`config.mk`:
```
export PLATFORM = sky130hd
export DESIGN_NAME = sal_cmd_sched_flat
export DESIGN_NICKNAME = d
export VERILOG_FILES = /design/src/rtl/sal_cmd_sched_pkg.sv /design/src/rtl/sal_cmd_sched_if.sv /design/src/rtl/sal_cmd_sched_rr_arb.sv /design/src/rtl/sal_cmd_sched.sv /design/src/flat_wrapper.sv
export SDC_FILE = /design/constraint.sdc
export NUM_CORES = 1
export LEC_CHECK = 0
export BUFFER_PORTS_ARGS = -buffer_cell sky130_fd_sc_hd__buf_2
export CORE_ASPECT_RATIO = 1.75
export CORE_MARGIN = 1
export CORE_UTILIZATION = 54
export CTS_CLUSTER_SIZE = 40
export DETAILED_ROUTE_END_ITERATION = 6
export PLACE_DENSITY = 0.95
export SLEW_MARGIN = 40
export SYNTH_ARGS = -nofsm -noshare
export SYNTH_HDL_FRONTEND = slang
export SYNTH_SLANG_ARGS = --single-unit
export TNS_END_PERCENT = 5
```
`constraint.sdc`:
```
create_clock -name clk -period 7.9 [get_ports clk]
set_input_delay 0.395 -clock clk [delete_from_list [all_inputs] [get_ports clk]]
set_output_delay 0.395 -clock clk [all_outputs]
set_load 0.01 [all_outputs]
```
`src/rtl/sal_cmd_sched_pkg.sv`:
```
// sal_sched_pkg: shared types for the per-channel DRAM command scheduler.
// Ports: none (package). Provides the command code enum and the class
// priority encoding used when choosing between the four arbiters.
package sal_sched_pkg;

  typedef enum logic [2:0] {
    CMD_NOP = 3'd0,
    CMD_ACT = 3'd1,
    CMD_RD  = 3'd2,
    CMD_WR  = 3'd3,
    CMD_PRE = 3'd4,
    CMD_REF = 3'd5
  } cmd_t;

  // Arbitration classes; a larger encoding wins over a smaller one.
  typedef enum logic [1:0] {
    CLS_ACT = 2'd0,
    CLS_CAS = 2'd1,
    CLS_PRE = 2'd2,
    CLS_REF = 2'd3
  } cls_t;

endpackage

```
`src/rtl/sal_cmd_sched_if.sv`:
```
// sal_cmd_sched_if: bank-controller/PHY side bus of the command scheduler.
// Ports: per-bank request vectors, packed row/column addresses, timing values,
// one-hot grants and the registered command toward the PHY encoder.
interface sal_cmd_sched_if
  import sal_sched_pkg::*;
#(
  parameter int NUM_BANKS = 4,
  parameter int BA_WIDTH  = 2,
  parameter int RA_WIDTH  = 14,
  parameter int CA_WIDTH  = 10,
  parameter int TW        = 4,
  parameter int AW        = (RA_WIDTH > CA_WIDTH) ? RA_WIDTH : CA_WIDTH
);
  logic [NUM_BANKS-1:0]          act_req_i;
  logic [NUM_BANKS-1:0]          rd_req_i;
  logic [NUM_BANKS-1:0]          wr_req_i;
  logic [NUM_BANKS-1:0]          pre_req_i;
  logic [NUM_BANKS-1:0]          ref_req_i;
  logic [NUM_BANKS*RA_WIDTH-1:0] ra_i;
  logic [NUM_BANKS*CA_WIDTH-1:0] ca_i;
  logic [TW-1:0]                 t_rrd_i;
  logic [TW-1:0]                 t_ccd_i;
  logic [TW-1:0]                 t_wtr_i;
  logic [TW-1:0]                 t_rtw_i;
  logic [NUM_BANKS-1:0]          act_gnt_o;
  logic [NUM_BANKS-1:0]          rd_gnt_o;
  logic [NUM_BANKS-1:0]          wr_gnt_o;
  logic [NUM_BANKS-1:0]          pre_gnt_o;
  logic [NUM_BANKS-1:0]          ref_gnt_o;
  logic                          cmd_valid_o;
  cmd_t                          cmd_o;
  logic [BA_WIDTH-1:0]           cmd_ba_o;
  logic [AW-1:0]                 cmd_addr_o;

  // Bank controllers / PHY side.
  modport master (
    output act_req_i, rd_req_i, wr_req_i, pre_req_i, ref_req_i, ra_i, ca_i,
           t_rrd_i, t_ccd_i, t_wtr_i, t_rtw_i,
    input  act_gnt_o, rd_gnt_o, wr_gnt_o, pre_gnt_o, ref_gnt_o,
           cmd_valid_o, cmd_o, cmd_ba_o, cmd_addr_o
  );

  // Scheduler side.
  modport slave (
    input  act_req_i, rd_req_i, wr_req_i, pre_req_i, ref_req_i, ra_i, ca_i,
           t_rrd_i, t_ccd_i, t_wtr_i, t_rtw_i,
    output act_gnt_o, rd_gnt_o, wr_gnt_o, pre_gnt_o, ref_gnt_o,
           cmd_valid_o, cmd_o, cmd_ba_o, cmd_addr_o
  );

endinterface

```
`src/rtl/sal_cmd_sched_rr_arb.sv`:
```
// sal_rr_arb: combinational round-robin arbiter, search starts at ptr.
// Ports: req[N] requests, ptr start index; gnt[N] one-hot grant, any_gnt.
// N must be a power of two so the index wraps by truncation.
module sal_rr_arb #(
  parameter  int N = 4,
  localparam int W = (N > 1) ? $clog2(N) : 1
) (
  input  logic [N-1:0] req,
  input  logic [W-1:0] ptr,
  output logic [N-1:0] gnt,
  output logic         any_gnt
);

  logic [W-1:0] idx;

  always_comb begin
    gnt     = '0;
    any_gnt = 1'b0;
    idx     = '0;
    for (int i = 0; i < N; i++) begin
      idx = ptr + W'(i);
      if (!any_gnt && req[idx]) begin
        gnt[idx] = 1'b1;
        any_gnt  = 1'b1;
      end
    end
  end

endmodule

```
`src/rtl/sal_cmd_sched.sv`:
```
// sal_cmd_sched: per-channel DRAM command scheduler, one grant per cycle.
// Ports: clk, rst_n (sync, active-low); bus (slave) carries requests,
// addresses, inter-bank timing, combinational grants and the registered command.
module sal_cmd_sched
  import sal_sched_pkg::*;
#(
  parameter int NUM_BANKS = 4,
  parameter int BA_WIDTH  = 2,
  parameter int RA_WIDTH  = 14,
  parameter int CA_WIDTH  = 10,
  parameter int TW        = 4
) (
  input logic            clk,
  input logic            rst_n,
  sal_cmd_sched_if.slave bus
);

  localparam int AW = (RA_WIDTH > CA_WIDTH) ? RA_WIDTH : CA_WIDTH;

  logic [BA_WIDTH-1:0]  rr_ptr;
  logic [TW-1:0]        rrd_cnt, ccd_cnt, wtr_cnt, rtw_cnt;
  logic                 act_ok, rd_ok, wr_ok;
  logic [NUM_BANKS-1:0] rd_elig, wr_elig, hi_req;
  logic [NUM_BANKS-1:0] ref_req, pre_req, cas_req, act_req;
  logic [NUM_BANKS-1:0] ref_gnt, pre_gnt, cas_gnt, act_gnt;
  logic                 ref_any, pre_any, cas_any, act_any;
  logic [NUM_BANKS-1:0] gnt_vec;
  logic                 gnt_any;
  cls_t                 gnt_cls;
  cmd_t                 gnt_cmd;
  logic [BA_WIDTH-1:0]  gnt_idx;
  logic [AW-1:0]        gnt_addr;

  function automatic logic [TW-1:0] cnt_load(input logic [TW-1:0] t);
    return (t == '0) ? '0 : t - TW'(1);
  endfunction

  function automatic logic [TW-1:0] cnt_dec(input logic [TW-1:0] c);
    return (c == '0) ? '0 : c - TW'(1);
  endfunction

  assign act_ok = (rrd_cnt == '0);
  assign rd_ok  = (ccd_cnt == '0) && (wtr_cnt == '0);
  assign wr_ok  = (ccd_cnt == '0) && (rtw_cnt == '0);

  // Each bank competes only with its highest-priority eligible request, so
  // lower classes are masked by any eligible higher-class request of that bank.
  assign rd_elig = bus.rd_req_i & {NUM_BANKS{rd_ok}};
  assign wr_elig = bus.wr_req_i & {NUM_BANKS{wr_ok}};
  assign hi_req  = bus.ref_req_i | bus.pre_req_i;
  assign ref_req = bus.ref_req_i;
  assign pre_req = bus.pre_req_i & ~bus.ref_req_i;
  assign cas_req = (rd_elig | wr_elig) & ~hi_req;
  assign act_req = bus.act_req_i & {NUM_BANKS{act_ok}} & ~hi_req & ~rd_elig & ~wr_elig;

  sal_rr_arb #(.N(NUM_BANKS)) u_arb_ref (.req(ref_req), .ptr(rr_ptr), .gnt(ref_gnt), .any_gnt(ref_any));
  sal_rr_arb #(.N(NUM_BANKS)) u_arb_pre (.req(pre_req), .ptr(rr_ptr), .gnt(pre_gnt), .any_gnt(pre_any));
  sal_rr_arb #(.N(NUM_BANKS)) u_arb_cas (.req(cas_req), .ptr(rr_ptr), .gnt(cas_gnt), .any_gnt(cas_any));
  sal_rr_arb #(.N(NUM_BANKS)) u_arb_act (.req(act_req), .ptr(rr_ptr), .gnt(act_gnt), .any_gnt(act_any));

  // Class selection; nothing is granted while reset is held.
  always_comb begin
    gnt_any = 1'b0;
    gnt_cls = CLS_ACT;
    if (rst_n) begin
      gnt_any = 1'b1;
      if (ref_any)      gnt_cls = CLS_REF;
      else if (pre_any) gnt_cls = CLS_PRE;
      else if (cas_any) gnt_cls = CLS_CAS;
      else if (act_any) gnt_cls = CLS_ACT;
      else              gnt_any = 1'b0;
    end
  end

  always_comb begin
    bus.act_gnt_o = '0;
    bus.rd_gnt_o  = '0;
    bus.wr_gnt_o  = '0;
    bus.pre_gnt_o = '0;
    bus.ref_gnt_o = '0;
    gnt_vec       = '0;
    gnt_cmd       = CMD_NOP;
    if (gnt_any) begin
      case (gnt_cls)
        CLS_REF: begin bus.ref_gnt_o = ref_gnt; gnt_vec = ref_gnt; gnt_cmd = CMD_REF; end
        CLS_PRE: begin bus.pre_gnt_o = pre_gnt; gnt_vec = pre_gnt; gnt_cmd = CMD_PRE; end
        CLS_CAS: begin
          // A bank with both RD and WR eligible issues the read.
          bus.rd_gnt_o = cas_gnt & rd_elig;
          bus.wr_gnt_o = cas_gnt & ~rd_elig;
          gnt_vec      = cas_gnt;
          gnt_cmd      = ((cas_gnt & rd_elig) != '0) ? CMD_RD : CMD_WR;
        end
        default: begin bus.act_gnt_o = act_gnt; gnt_vec = act_gnt; gnt_cmd = CMD_ACT; end
      endcase
    end
  end

  always_comb begin
    gnt_idx  = '0;
    gnt_addr = '0;
    for (int b = 0; b < NUM_BANKS; b++) begin
      if (gnt_vec[b]) begin
        gnt_idx = BA_WIDTH'(b);
        if (gnt_cmd == CMD_ACT)
          gnt_addr = AW'(bus.ra_i[b*RA_WIDTH +: RA_WIDTH]);
        else if (gnt_cmd == CMD_RD || gnt_cmd == CMD_WR)
          gnt_addr = AW'(bus.ca_i[b*CA_WIDTH +: CA_WIDTH]);
      end
    end
  end

  always_ff @(posedge clk) begin
    if (!rst_n) begin
      rr_ptr          <= '0;
      rrd_cnt         <= '0;
      ccd_cnt         <= '0;
      wtr_cnt         <= '0;
      rtw_cnt         <= '0;
      bus.cmd_valid_o <= 1'b0;
      bus.cmd_o       <= CMD_NOP;
      bus.cmd_ba_o    <= '0;
      bus.cmd_addr_o  <= '0;
    end else begin
      if (gnt_any) rr_ptr <= gnt_idx + BA_WIDTH'(1);
      rrd_cnt <= (gnt_cmd == CMD_ACT) ? cnt_load(bus.t_rrd_i) : cnt_dec(rrd_cnt);
      ccd_cnt <= (gnt_cmd == CMD_RD || gnt_cmd == CMD_WR) ? cnt_load(bus.t_ccd_i) : cnt_dec(ccd_cnt);
      rtw_cnt <= (gnt_cmd == CMD_RD) ? cnt_load(bus.t_rtw_i) : cnt_dec(rtw_cnt);
      wtr_cnt <= (gnt_cmd == CMD_WR) ? cnt_load(bus.t_wtr_i) : cnt_dec(wtr_cnt);
      bus.cmd_valid_o <= gnt_any;
      bus.cmd_o       <= gnt_cmd;
      bus.cmd_ba_o    <= gnt_idx;
      bus.cmd_addr_o  <= gnt_addr;
    end
  end

endmodule

```
`src/flat_wrapper.sv`:
```
// flat-port wrapper written by rule: the top's interface ports become plain ports
module sal_cmd_sched_flat import sal_sched_pkg::*;
#(
  parameter int NUM_BANKS = 4,
  parameter int BA_WIDTH  = 2,
  parameter int RA_WIDTH  = 14,
  parameter int CA_WIDTH  = 10,
  parameter int TW        = 4
)
  (clk, rst_n, bus_act_req_i, bus_rd_req_i, bus_wr_req_i, bus_pre_req_i, bus_ref_req_i, bus_ra_i, bus_ca_i, bus_t_rrd_i, bus_t_ccd_i, bus_t_wtr_i, bus_t_rtw_i, bus_act_gnt_o, bus_rd_gnt_o, bus_wr_gnt_o, bus_pre_gnt_o, bus_ref_gnt_o, bus_cmd_valid_o, bus_cmd_o, bus_cmd_ba_o, bus_cmd_addr_o);
  sal_cmd_sched_if #(.NUM_BANKS(NUM_BANKS), .BA_WIDTH(BA_WIDTH), .RA_WIDTH(RA_WIDTH), .CA_WIDTH(CA_WIDTH), .TW(TW)) bus_i ();
  input logic clk;
  input logic rst_n;
  input wire logic [$bits(bus_i.act_req_i)-1:0] bus_act_req_i;
  input wire logic [$bits(bus_i.rd_req_i)-1:0] bus_rd_req_i;
  input wire logic [$bits(bus_i.wr_req_i)-1:0] bus_wr_req_i;
  input wire logic [$bits(bus_i.pre_req_i)-1:0] bus_pre_req_i;
  input wire logic [$bits(bus_i.ref_req_i)-1:0] bus_ref_req_i;
  input wire logic [$bits(bus_i.ra_i)-1:0] bus_ra_i;
  input wire logic [$bits(bus_i.ca_i)-1:0] bus_ca_i;
  input wire logic [$bits(bus_i.t_rrd_i)-1:0] bus_t_rrd_i;
  input wire logic [$bits(bus_i.t_ccd_i)-1:0] bus_t_ccd_i;
  input wire logic [$bits(bus_i.t_wtr_i)-1:0] bus_t_wtr_i;
  input wire logic [$bits(bus_i.t_rtw_i)-1:0] bus_t_rtw_i;
  output wire logic [$bits(bus_i.act_gnt_o)-1:0] bus_act_gnt_o;
  output wire logic [$bits(bus_i.rd_gnt_o)-1:0] bus_rd_gnt_o;
  output wire logic [$bits(bus_i.wr_gnt_o)-1:0] bus_wr_gnt_o;
  output wire logic [$bits(bus_i.pre_gnt_o)-1:0] bus_pre_gnt_o;
  output wire logic [$bits(bus_i.ref_gnt_o)-1:0] bus_ref_gnt_o;
  output wire logic [$bits(bus_i.cmd_valid_o)-1:0] bus_cmd_valid_o;
  output wire logic [$bits(bus_i.cmd_o)-1:0] bus_cmd_o;
  output wire logic [$bits(bus_i.cmd_ba_o)-1:0] bus_cmd_ba_o;
  output wire logic [$bits(bus_i.cmd_addr_o)-1:0] bus_cmd_addr_o;
  assign bus_i.act_req_i = bus_act_req_i;
  assign bus_i.rd_req_i = bus_rd_req_i;
  assign bus_i.wr_req_i = bus_wr_req_i;
  assign bus_i.pre_req_i = bus_pre_req_i;
  assign bus_i.ref_req_i = bus_ref_req_i;
  assign bus_i.ra_i = bus_ra_i;
  assign bus_i.ca_i = bus_ca_i;
  assign bus_i.t_rrd_i = bus_t_rrd_i;
  assign bus_i.t_ccd_i = bus_t_ccd_i;
  assign bus_i.t_wtr_i = bus_t_wtr_i;
  assign bus_i.t_rtw_i = bus_t_rtw_i;
  assign bus_act_gnt_o = bus_i.act_gnt_o;
  assign bus_rd_gnt_o = bus_i.rd_gnt_o;
  assign bus_wr_gnt_o = bus_i.wr_gnt_o;
  assign bus_pre_gnt_o = bus_i.pre_gnt_o;
  assign bus_ref_gnt_o = bus_i.ref_gnt_o;
  assign bus_cmd_valid_o = bus_i.cmd_valid_o;
  assign bus_cmd_o = bus_i.cmd_o;
  assign bus_cmd_ba_o = bus_i.cmd_ba_o;
  assign bus_cmd_addr_o = bus_i.cmd_addr_o;
  sal_cmd_sched #(.NUM_BANKS(NUM_BANKS), .BA_WIDTH(BA_WIDTH), .RA_WIDTH(RA_WIDTH), .CA_WIDTH(CA_WIDTH), .TW(TW)) u_core (.clk(clk), .rst_n(rst_n), .bus(bus_i));
endmodule
```
======== Yosys cells after proc, flatten, opt, wreduce, memory -nomap -nowiden ========
Index checks and enable logic that the tools add are counted.
storage, ports and cells
  register bits ........................... 38
  input bits .............................. 134
  logic and storage cells ................. 227
operators by class
  $add $sub $neg .......................... 12
  magnitude comparators ................... 8
  equal/unequal tests ..................... 6
  muxes and demuxes ....................... 123
  bitwise logic cells ..................... 28
  reduce and logical (&&, ||, !) cells .... 41
operator list
  cell                                                               count
  two-way mux 4 bit                                                  39
  two-way mux 14 bit                                                 11
  bitwise OR 4 bit                                                   14
  two-way mux 1 bit                                                  44
  AND 4 bit                                                          10
  binary-select mux 1 bit (select 2 bit)                             16
  logical NOT 4 bit                                                  8
  subtractor 4 x 1 -> 4 bit, second input constant                   8
  logical AND 1 bit                                                  18
  inverter 4 bit                                                     4
  logical NOT 1 bit                                                  12
  less-than comparator 2 x 3 -> 1 bit, second input constant         4
  one-hot mux 4 bit (3 select lines)                                 1
  two-way mux 10 bit                                                 1
  two-way mux 2 bit                                                  5
  one-hot mux 3 bit (3 select lines)                                 1
  demux 1 bit (select 2 bit)                                         4
  greater-or-equal comparator 2 x 1 -> 1 bit, second input constant  4
  == test 3 x 2 -> 1 bit, second input constant                      2
  adder 2 x 1 -> 2 bit, second input constant                        2
  adder 2 bit, second input constant                                 2
  == test 2 bit, second input constant                               2
  nonzero test 4 bit                                                 1
  == test 3 x 1 -> 1 bit, second input constant                      1
  other kinds (4)                                                    4

======== Depth between registers and ports, before layout ========
  depth after elaboration ................. 38
  gate-level depth with buffers ........... 17
  depth with buffers taken out ............ 13

======== By module ========
A second synthesis with hierarchy kept.
second synthesis, totals
  cell total of the unflattened synthesis .. 588
  area, all modules ....................... 4,690.7 um2
by module, submodules not included
  module         times used  cells each  area an instance (um2)  sequential area each (um2)
  sal_cmd_sched  1           340         2,713.9                 760.7
  sal_rr_arb     4           62          494.2                   0.0

======== Worst setup path before layout ========
OpenSTA, ideal clock, no wires.
  path type ............................... register -> register
  start point ............................. register u_core.rr_ptr[0]
  end point ............................... register u_core.bus.cmd_addr_o[3] (netlist bit)
  arrival time ............................ 4,169 ps
  data required time ...................... 7,778 ps
  setup slack ............................. 3,609 ps
  cell stages (with the launch flop) ...... 16
  buffers on the path ..................... 5
  cells stage by stage .................... dfxtp_1 > clkbuf_1 > inv_1 > clkbuf_1 > ha_1 > clkbuf_1 > clkbuf_1 > nor2_1 > a211oi_1 > a211oi_1 > a222oi_1 > a21oi_1 > nor4_2 > clkbuf_1 > o22ai_1 > a311o_1
between the ends
  word-level cells in the longest chain between the ends .. 33
ends and longest elaborated chain
  what                                                                          line                    text
  start: declaration                                                            sal_cmd_sched.sv:20     logic [BA_WIDTH-1:0] rr_ptr;
  start signal: assignment                                                      sal_cmd_sched.sv:125    if (gnt_any) rr_ptr <= gnt_idx + BA_WIDTH'(1);
  branches (longest 32 deep; another with less-than comparator 2 x 3 -> 1 bit)  n/a
  two-way mux 14 bit *                                                          sal_cmd_sched.sv:103    if (gnt_vec[b]) begin
  end signal: assignment                                                        sal_cmd_sched.sv:133    bus.cmd_addr_o <= gnt_addr;
  end: declaration                                                              sal_cmd_sched_if.sv:48  cmd_valid_o, cmd_o, cmd_ba_o, cmd_addr_o
Every way passes the cells marked *. The select of a mux whose other input is x is not followed.
A chain may end at the register's enable or synchronous reset.

======== Final worst setup path ========
Same ends and word-level chain as after synthesis.

==> metrics.yaml <==
route:
  wl_um: 17500
  drt_iter0_markers: 609
  post_drt_wl_per_cell_um: 21.3
  drc: 0
  drt_pass1_iterations: 6
  num_vias: 5855
  ant_nets: 0
  vias_per_cell: 7.15
critical_path:
  crit_fanout: 31
  crit_required_ns: 8.07
  critPathLaunchType: "flop"
  cp.arrival_ns: 5.42
  crit_type: "reg2reg"
  critPathCaptureType: "flop"
timing:
  setup_violations: 0
  finalHoldViolCount: 0
  rsz0062_at_grt: "no"
  maxSlewHeadroom_pct: 49.6
  min_period_over_period_pct: 66.5
  tightest_slew_ns: 0.750
  clock_skew_ns: 0.00502
  fmax_mhz: 190
  final_max_slew_viol_count: 0
  min_period_ns: 5.25
  fin_setup_tns_ns: 0
clock_network:
  clockBufferDepth: 2
  cts_made_buffers: 5
  htree_levels: 2
  clk_pin_slew_ns: 0.06
  clock_latency_ns: 0.29
  cts_tree: "yes"
  postCtsHoldBufs: 0
  cts_resized: 0
  cts_sinks: 38
  post-cts-setup-buffers: 0
  root_buffer: "clkbuf_16"
yosys:
  synthAdderAreaFrac_pct: 2.33
  synthSimpleGateAreaFrac_pct: 28.6
  yosys.area.top_type_share_pct: 17.7
  syn_area_sq_um: 4300
  yosys-top-cells-area: "dfxtp_1, nand3_1, nand2_1"
  syn-instance-count: 584
  ys_ff_latch: 38
  async_flop_share_pct: 0
  synth_top_family_by_area: "compound AO/OA/AOI/OAI gates"
  yosys.area.top_type: "dfxtp_1"
  synth_warnings: 0
  synth_cell_types: 70
  synth.avg_cell_area_sq_um: 7.37
  synth_seq_area_share_pct: 17.7
  synth_most_common_cell: "nand2_1"
  synth_nets: 726
  synthFlopType: "dfxtp_1"
  synth_edf_count: 0
  synth_compound_area_share_pct: 39.6
  synth.area.mux_share_pct: 5.32
  synth_common_cells: "nand2_1, nand3_1, dfxtp_1"
  synth_xor_area_share_pct: 0
pwr:
  p_sw_mw: 0.407
  pwr-share-seq_pct: 23.8
  p_int_mw: 0.540
  ir_drop_v: 0.000127
  pwr_density_cell_nw_per_um2: 177
  comb_power_share_pct: 51.5
  p_leak_nw: 2.27
  p_total_mw: 0.947
  clockPowerShare_pct: 24.7
  switching_share_pct: 43.0
die:
  row_count: 42
  die_h_um: 120
  die_w_um: 69.5
  ios: 174
  dieArea_sq_um: 8350
  start_util_pct: 56.5
  core_sq_um: 7620
final_layout:
  num_antenna_cells: 0
  area_growth_pct: 24.5
  nFillCells: 641
  nets: 872
  drive_gt1_share_pct: 30.1
run_status:
  status: "completed"
placement:
  dp_hpwl_um: 13600
  gp_congestion: 0.981
  portBuffers: 173
global_route:
  grt_max_degree: 45
  grt_pass1_wl_um: 27200
  groute.usage.overall_pct: 41.1
  antenna_found_initial: 0
  overflow: 0
  grt_pass1_vias: 5543
job:
  cap_violations: 0
worst_hold_path:
  worst_hold_path_type: "in2reg"
## worst paths after layout
| path | start | to | slack, ns | cells past startpoint |
|---|---|---|---|---|
| min | bus_ra_i[53] | u_core.bus.cmd_addr_o[11]$_SDFF_PN0_ | 0.33 | 3 |
| max | u_core.rr_ptr[0]$_SDFFE_PN0P_ | u_core.bus.cmd_addr_o[3]$_SDFF_PN0_ | 2.65 | 13 |
| min reg2reg | u_core.ccd_cnt[3]$_SDFF_PN0_ | u_core.ccd_cnt[3]$_SDFF_PN0_ | 0.55 | 2 |
| max reg2reg | u_core.rr_ptr[0]$_SDFFE_PN0P_ | u_core.bus.cmd_addr_o[3]$_SDFF_PN0_ | 2.65 | 13 |
## critical path, stage by stage, from the launching register on
cell and delay (ns):
dfxtp_1 0.30, buf_4 0.31, inv_1 0.34, ha_1 0.64
inv_1 0.30, nand3_1 0.11, o22ai_1 0.36, mux2i_1 0.25
o211ai_2 0.23, nand3_1 0.58, a21oi_2 0.68, or3_1 0.50
o2111ai_1 0.18, a311o_1 0.34
## routing by layer
layer,up-vias,share of wire (%),GRT usage [%]
met5,-,0,0
met4,0,9.8,39.2
met3,130,8.6,7.14
met2,455,50,72.9
met1,2649,32,39.0
li1,2621,-,-
## power by group through the flow
stage / Combinational [mW] / Sequential, mW / Clock (mW)
after floorplan: 0.308 / 0.241 / 0
after global placement: 0.455 / 0.229 / 0
after detailed placement: 0.468 / 0.229 / 0
after CTS: 0.473 / 0.225 / 0.233
after global routing: 0.520 / 0.227 / 0.241
final: 0.488 / 0.226 / 0.234
## metrics by stage
step	utilization (%)	instance area [sq um]	hold slack [ns]	instances	worst slack, ns
6_report	70.3	5360	0.333	819	2.65
5_1_grt	70.3	5360	0.346	819	2.18
4_1_cts	70.2	5350	0.333	819	2.43
3_5_place_dp	68.0	5180	0.540	811	2.51
3_3_place_gp	67.5	5140	0.497	811	2.69
2_1_floorplan	-	4300	0.484	584	3.61
## registers in the layout, summed over array words and instances, names as in the netlist
signal / cells
u_core.rrd_cnt: 4
u_core.bus.cmd_ba_o: 2
u_core.bus.cmd_o: 3
u_core.rr_ptr: 2
u_core.bus.cmd_addr_o: 14
u_core.ccd_cnt: 4
u_core.wtr_cnt: 4
u_core.rtw_cnt: 4
u_core.bus.cmd_valid_o: 1
## area by class of cell
class | instances | area, sq um | share of cell area (%)
multi-input combinational | 484 | 3320 | 62.0
inverter | 21 | 78.8 | 1.47
timing repair buffer | 180 | 918 | 17.1
tap | 88 | 110 | 2.06
clock buffer | 5 | 125 | 2.34
sequential | 38 | 761 | 14.2
clock inverter | 3 | 45.0 | 0.841
## cells by family after synthesis
family          after synthesis
mux                          15
flops                        38
fa+ha+maj                     8
compound gates              228
simple gates                233
buf+inv                      62
## cells in the final DEF, fill, tap and decap left out, types with 11 or more instances in the layout
cell type	count
a211oi_1	22
inv_1	18
a21oi_1	21
nand2_1	46
a22oi_1	21
and2_1	18
nor2_1	34
dfxtp_1	38
a221oi_1	14
a22o_1	11
buf_2	173
o21ai_0	29
nor3_1	31
nand3_1	39
(Power assumes the default switching activity.)
